**src/rtl/ps2_receiver.sv**
```systemverilog
// PS/2 device-to-host receiver: synchronizes and deglitches the PS/2 lines,
// decodes 11-bit frames and buffers good bytes in a small FIFO.
module ps2_receiver #(
   parameter int FILTER_LEN     = 8,
   parameter int TIMEOUT_CYCLES = 100000,
   parameter int FIFO_DEPTH     = 8
) (
   input  logic       clk,
   input  logic       reset_n,
   input  logic       ps2_clock,
   input  logic       ps2_data,
   output logic [7:0] data,
   output logic       valid,
   input  logic       ready,
   output logic       parity_error,
   output logic       frame_error,
   output logic       overflow
);

   localparam int FW = (FILTER_LEN > 1) ? $clog2(FILTER_LEN) : 1;
   localparam int TW = $clog2(TIMEOUT_CYCLES + 1);
   localparam int AW = (FIFO_DEPTH > 1) ? $clog2(FIFO_DEPTH) : 1;
   localparam logic [FW-1:0] FILT_MAX = FW'(FILTER_LEN - 1);
   localparam logic [TW-1:0] TO_MAX   = TW'(TIMEOUT_CYCLES - 1);

   typedef enum logic [1:0] {IDLE, DATA, PARITY, STOP} state_e;

   logic [1:0]    clkSync_q, dataSync_q;
   logic          filtClk_q, filtClk_d, prevFilt_q;
   logic [FW-1:0] filtCnt_q, filtCnt_d;
   logic          fallStrobe, sampleBit;

   state_e        state_q, state_d;
   logic [2:0]    bitCnt_q, bitCnt_d;
   logic [7:0]    shift_q, shift_d;
   logic          parBit_q, parBit_d;
   logic [TW-1:0] toCnt_q, toCnt_d;
   logic          pushReq, parErr_d, frameErr_d;
   logic          parErr_q, frameErr_q, ovf_q;

   logic [7:0]    mem [FIFO_DEPTH];
   logic [AW:0]   wrPtr_q, rdPtr_q;
   logic          empty, full, push, pop;

   // Lines idle high, so everything resets to 1 to avoid a bogus edge.
   always_ff @(posedge clk or negedge reset_n) begin
      if (!reset_n) begin
         clkSync_q  <= 2'b11;
         dataSync_q <= 2'b11;
         filtClk_q  <= 1'b1;
         prevFilt_q <= 1'b1;
         filtCnt_q  <= '0;
      end else begin
         clkSync_q  <= {clkSync_q[0], ps2_clock};
         dataSync_q <= {dataSync_q[0], ps2_data};
         filtClk_q  <= filtClk_d;
         prevFilt_q <= filtClk_q;
         filtCnt_q  <= filtCnt_d;
      end
   end

   always_comb begin
      filtClk_d = filtClk_q;
      filtCnt_d = filtCnt_q;
      if (clkSync_q[1] == filtClk_q) begin
         filtCnt_d = '0;
      end else if (filtCnt_q == FILT_MAX) begin
         filtClk_d = clkSync_q[1];
         filtCnt_d = '0;
      end else begin
         filtCnt_d = filtCnt_q + 1'b1;
      end
   end

   assign fallStrobe = prevFilt_q & ~filtClk_q;
   assign sampleBit  = dataSync_q[1];

   always_ff @(posedge clk or negedge reset_n) begin
      if (!reset_n) begin
         state_q    <= IDLE;
         bitCnt_q   <= '0;
         shift_q    <= '0;
         parBit_q   <= 1'b0;
         toCnt_q    <= '0;
         parErr_q   <= 1'b0;
         frameErr_q <= 1'b0;
         ovf_q      <= 1'b0;
      end else begin
         state_q    <= state_d;
         bitCnt_q   <= bitCnt_d;
         shift_q    <= shift_d;
         parBit_q   <= parBit_d;
         toCnt_q    <= toCnt_d;
         parErr_q   <= parErr_d;
         frameErr_q <= frameErr_d;
         ovf_q      <= pushReq & full & ~pop;
      end
   end

   // A stuck frame times out back to IDLE; a stop-bit error masks a parity error.
   always_comb begin
      state_d    = state_q;
      bitCnt_d   = bitCnt_q;
      shift_d    = shift_q;
      parBit_d   = parBit_q;
      toCnt_d    = '0;
      pushReq    = 1'b0;
      parErr_d   = 1'b0;
      frameErr_d = 1'b0;
      if (fallStrobe) begin
         case (state_q)
            IDLE: begin
               if (!sampleBit) begin
                  state_d  = DATA;
                  bitCnt_d = '0;
               end
            end
            DATA: begin
               shift_d  = {sampleBit, shift_q[7:1]};
               bitCnt_d = bitCnt_q + 1'b1;
               if (bitCnt_q == 3'd7) state_d = PARITY;
            end
            PARITY: begin
               parBit_d = sampleBit;
               state_d  = STOP;
            end
            STOP: begin
               state_d = IDLE;
               if (!sampleBit)                frameErr_d = 1'b1;
               else if (!(^{shift_q, parBit_q})) parErr_d = 1'b1;
               else                           pushReq    = 1'b1;
            end
            default: state_d = IDLE;
         endcase
      end else if (state_q != IDLE) begin
         if (toCnt_q == TO_MAX) begin
            state_d    = IDLE;
            frameErr_d = 1'b1;
         end else begin
            toCnt_d = toCnt_q + 1'b1;
         end
      end
   end

   assign empty = (wrPtr_q == rdPtr_q);
   assign full  = (wrPtr_q[AW] != rdPtr_q[AW]) && (wrPtr_q[AW-1:0] == rdPtr_q[AW-1:0]);
   assign pop   = ~empty & ready;
   assign push  = pushReq & (~full | pop);

   always_ff @(posedge clk or negedge reset_n) begin
      if (!reset_n) begin
         wrPtr_q <= '0;
         rdPtr_q <= '0;
      end else begin
         if (push) wrPtr_q <= wrPtr_q + 1'b1;
         if (pop)  rdPtr_q <= rdPtr_q + 1'b1;
      end
   end

   always_ff @(posedge clk) begin
      if (push) mem[wrPtr_q[AW-1:0]] <= shift_q;
   end

   assign valid        = ~empty;
   assign data         = empty ? 8'h00 : mem[rdPtr_q[AW-1:0]];
   assign parity_error = parErr_q;
   assign frame_error  = frameErr_q;
   assign overflow     = ovf_q;

endmodule

```
**config.mk**
```make
export PLATFORM = sky130hd
export DESIGN_NAME = ps2_receiver
export DESIGN_NICKNAME = d
export VERILOG_FILES = /design/src/rtl/ps2_receiver.sv
export SDC_FILE = /design/constraint.sdc
export NUM_CORES = 1
export LEC_CHECK = 0
export ABC_AREA = 1
export BUFFER_PORTS_ARGS = -buffer_cell sky130_fd_sc_hd__buf_2
export CAP_MARGIN = 20
export CORE_UTILIZATION = 50
export CTS_BUF_LIST = sky130_fd_sc_hd__clkbuf_4 sky130_fd_sc_hd__clkbuf_8
export DETAILED_ROUTE_END_ITERATION = 16
export PLACE_DENSITY = 0.69
export SYNTH_ARGS = -nofsm -noshare
export SYNTH_HDL_FRONTEND = slang
export SYNTH_SLANG_ARGS = --single-unit
```
**constraint.sdc**
```tcl
create_clock -name clk -period 2 [get_ports clk]
set_input_delay 0.3 -clock clk [delete_from_list [all_inputs] [get_ports clk]]
set_output_delay 0.3 -clock clk [all_outputs]
set_load 0.02 [all_outputs]
```
==> flow_summary.toml <==
[run]
max_cap_violations = 0

[logic_synthesis]
yosys_register_bits = 115
netlist_top_cells_area = "edfxtp_1, dfrtp_1, nor2_1"
netlist_top_cells_count = "nor2_1, nand2_1, edfxtp_1, dfrtp_1, inv_1"
avgSynthCellArea_um2 = 10.73
synth_edf_count = 64
async_flop_share_pct = 44.35
synth_top_flop_cell = "edfxtp_1"
synth_area_um2 = 5225
ys_types = 40
synth_warnings = 0
netlist.area_leader.share_pct = 36.78
syn_nets = 503
yosys.area.top_type = "edfxtp_1"
ys_seq_area_share_pct = 61.35
syn_inst = 487
synth_most_common_cell = "nor2_1"

[placement]
io_buffers = 16
place_area_um2 = 5620
post-dp-hpwl_mm = 6.682
place.gp.congestion = 0.7805

[sta]
fmaxAchievable_mhz = 465.5
whs_ps = 176.5
setup_slack_ps = -148.2
rsz0062_at_grt = "true"
finalCritPeriodShare_pct = 107.4
drv_slew = 0
slew_headroom_pct = 64.98
finalHoldViolations = 0
fin_worst_skew_ps = 7.854
min_period_ps = 2148
worst_slew_pin_slew_ps = 525.3
setup_viol = 9

[cells_and_area]
area_growth_syn_to_layout_pct = 19.71
antenna_cells = 0
fin_area_um2 = 6255
drive_gt1_share_pct = 26.44
layout.nets = 559

[worst_setup_path]
crit_chain = "xor2_1, nor3_4, nand2_4, o21ai_1, nor2_1, buf_4"
startpoint_type = "flop"
cp_slowest_stage_delay_ps = 490
path_class = "reg -> out"
crit_buf_inv = 1
crit_arrival_ps = 1850
worst_path_dominant_cell_family = "flip-flops"
crit_path_end_kind = "primary output"
r2r-end = "mem[7][1]"
regToRegSetupSlack_ps = 80
cp_max_fo = 10
crit_slowest_cell = "dfrtp_2"
r2r_start = "rdPtr_q[0]"
cp.required_ps = 1700
rr_worst_depth = 7

[global_route]
track_usage_pct = 19.72
grt_pass1_wl_mm = 16.53
grt-ovfl-total = 0
grt_pass1_vias = 3438
antenna_found_initial = 0
grt_max_degree = 36

[die]
row_count = 36
die_h_um = 104.2
die_area_um2 = 10860
io_pins = 17
start_util_pct = 52.49
die_x_um = 104.2
core-area_um2 = 9955

[route]
initialDrtViolationCount = 197
wl_mm = 9.940
drc = 0
vias = 3583
dr.pass1.iters = 6
vias_per_cell = 5.200
avgRoutedWirePerCell_um = 14.43
ant_nets = 0

[clocking]
cts_sinks = 115
cts_buffers = 17
cts.path.max_buffers = 2
cts-root-buf = "clkbuf_8"
clk_pin_slew_worst_paths_ps = 70
cts_tree = "done"
clkLatencyLatePin_ps = 430
htreeDepth = 4

[hold_path]
holdPathStages = 3
worstHoldStart = "ready"
holdPathEnd = "rdPtr_q[3]"
hp-class = "in -> reg"

[power]
p_per_area_nw_per_um2 = 1102
finalPower_mw = 6.896
p_leak_nw = 2.610
ir_worst_vdd_mv = 0.6366

[outcome]
status = "complete, but fails checks"
failed_checks = "negative setup slack"
power by group:
part           internal [mW]  switching [mW]
Combinational          0.911            1.25
Sequential              2.59          0.0968
Clock                   1.11           0.940
Total                   4.61            2.29
area by class of cell:
cell class,count,area [µm²]
Clock buffer,18,241.5
Clock inverter,14,138.9
Fill cell,787,3700
Inverter,39,146.4
Multi-Input combinational cell,317,1889
Sequential cell,115,3209
Tap cell,133,166.4
Timing Repair Buffer,53,462.9
registers in the layout (all words and copies together), names as in the netlist:
| name | count |
|---|---|
| state_q | 2 |
| bitCnt_q | 3 |
| wrPtr_q | 4 |
| shift_q | 8 |
| clkSync_q | 2 |
| dataSync_q | 2 |
| rdPtr_q | 4 |
| prevFilt_q | 1 |
| filtCnt_q | 3 |
| overflow | 1 |
| filtClk_q | 1 |
| mem | 64 |
| parity_error | 1 |
| parBit_q | 1 |
| frame_error | 1 |
| toCnt_q | 17 |
routing by layer:
layer | wire length (µm) | global-route usage (%) | up-vias
li1 | - | - | 1782
met2 | 4847 | 31.48 | 55
met4 | 137 | 7.041 | 0
met3 | 368 | 5.451 | 14
met1 | 4586 | 25.90 | 1732
met5 | 0 | 0 | -
cell usage in the layout (no fill, tap or decap), types with 7 or more instances in the layout:
cell      synthesis  routed
ha_1             11      10
nor2_2            8      13
clkbuf_8          0      17
dfrtp_1          45      42
o21ai_1          10      13
nand2_1          71      71
buf_4             0      27
buf_6             3       8
buf_2             7      11
o21ai_0          30      27
a21oi_1           7       7
edfxtp_1         64      64
o32ai_2           0      10
xor2_1           10       9
nor2_1           88      83
nand3_1          15      15
nor3_1            8       7
inv_1            35      33
worst max path at each step:
stage | from | end | cells after the start
3_3_place_gp | state_q[0] | mem[5][3] | 9
3_5_place_dp | state_q[0] | mem[4][1] | 9
5_1_grt | rdPtr_q[0] | data[7] | 6
4_1_cts | rdPtr_q[0] | data[7] | 6
6_report | rdPtr_q[0] | data[7] | 6
2_1_floorplan | state_q[0] | mem[1][0] | 7
per-stage QoR:
step	TNS, ps	std cells	setup WS, ps	utilization, %
finish	-1005	689	-148.2	62.83
global route	-2112	689	-253.2	62.83
CTS	-933.0	686	-136.3	61.63
detailed placement	0	647	71.81	56.46
global placement	0	647	122.8	56.46
floorplan	0	487	18.86	-
cells by family (layout without fill, tap and decap cells):
| group | count (synthesis) | after routing | share of synthesized area [%] |
|---|---|---|---|
| and+or+nand+nor | 220 | 220 | 20.43 |
| DFF | 115 | 115 | 61.35 |
| AOI/OAI and AO/OA | 72 | 72 | 8.692 |
| buffers and inverters | 55 | 124 | 4.550 |
| xor gates and xnor gates | 14 | 14 | 2.347 |
| adders and majority gates | 11 | 11 | 2.634 |
repair_timing:
action / 4_1_cts / 5_1_grt
cloned: 0 / 1
endpoints found under the hold margin: 23 / 0
hold buffers: 3 / 0
setup endpoints to repair: 9 / 73
setup buffers: 4 / 2
pin swaps: 4 / 3
gates resized for setup: 17 / 23
worst reg2reg max path, delay by kind of cell (launching register included):
| family | cells | cell delay [ps] |
|---|---|---|
| AND/OR/NAND/NOR | 4 | 510 |
| buffers and inverters | 2 | 350 |
| flip-flops | 1 | 490 |
| XOR/XNOR | 1 | 280 |
No activity file was read; power rests on OpenSTA's default activity.
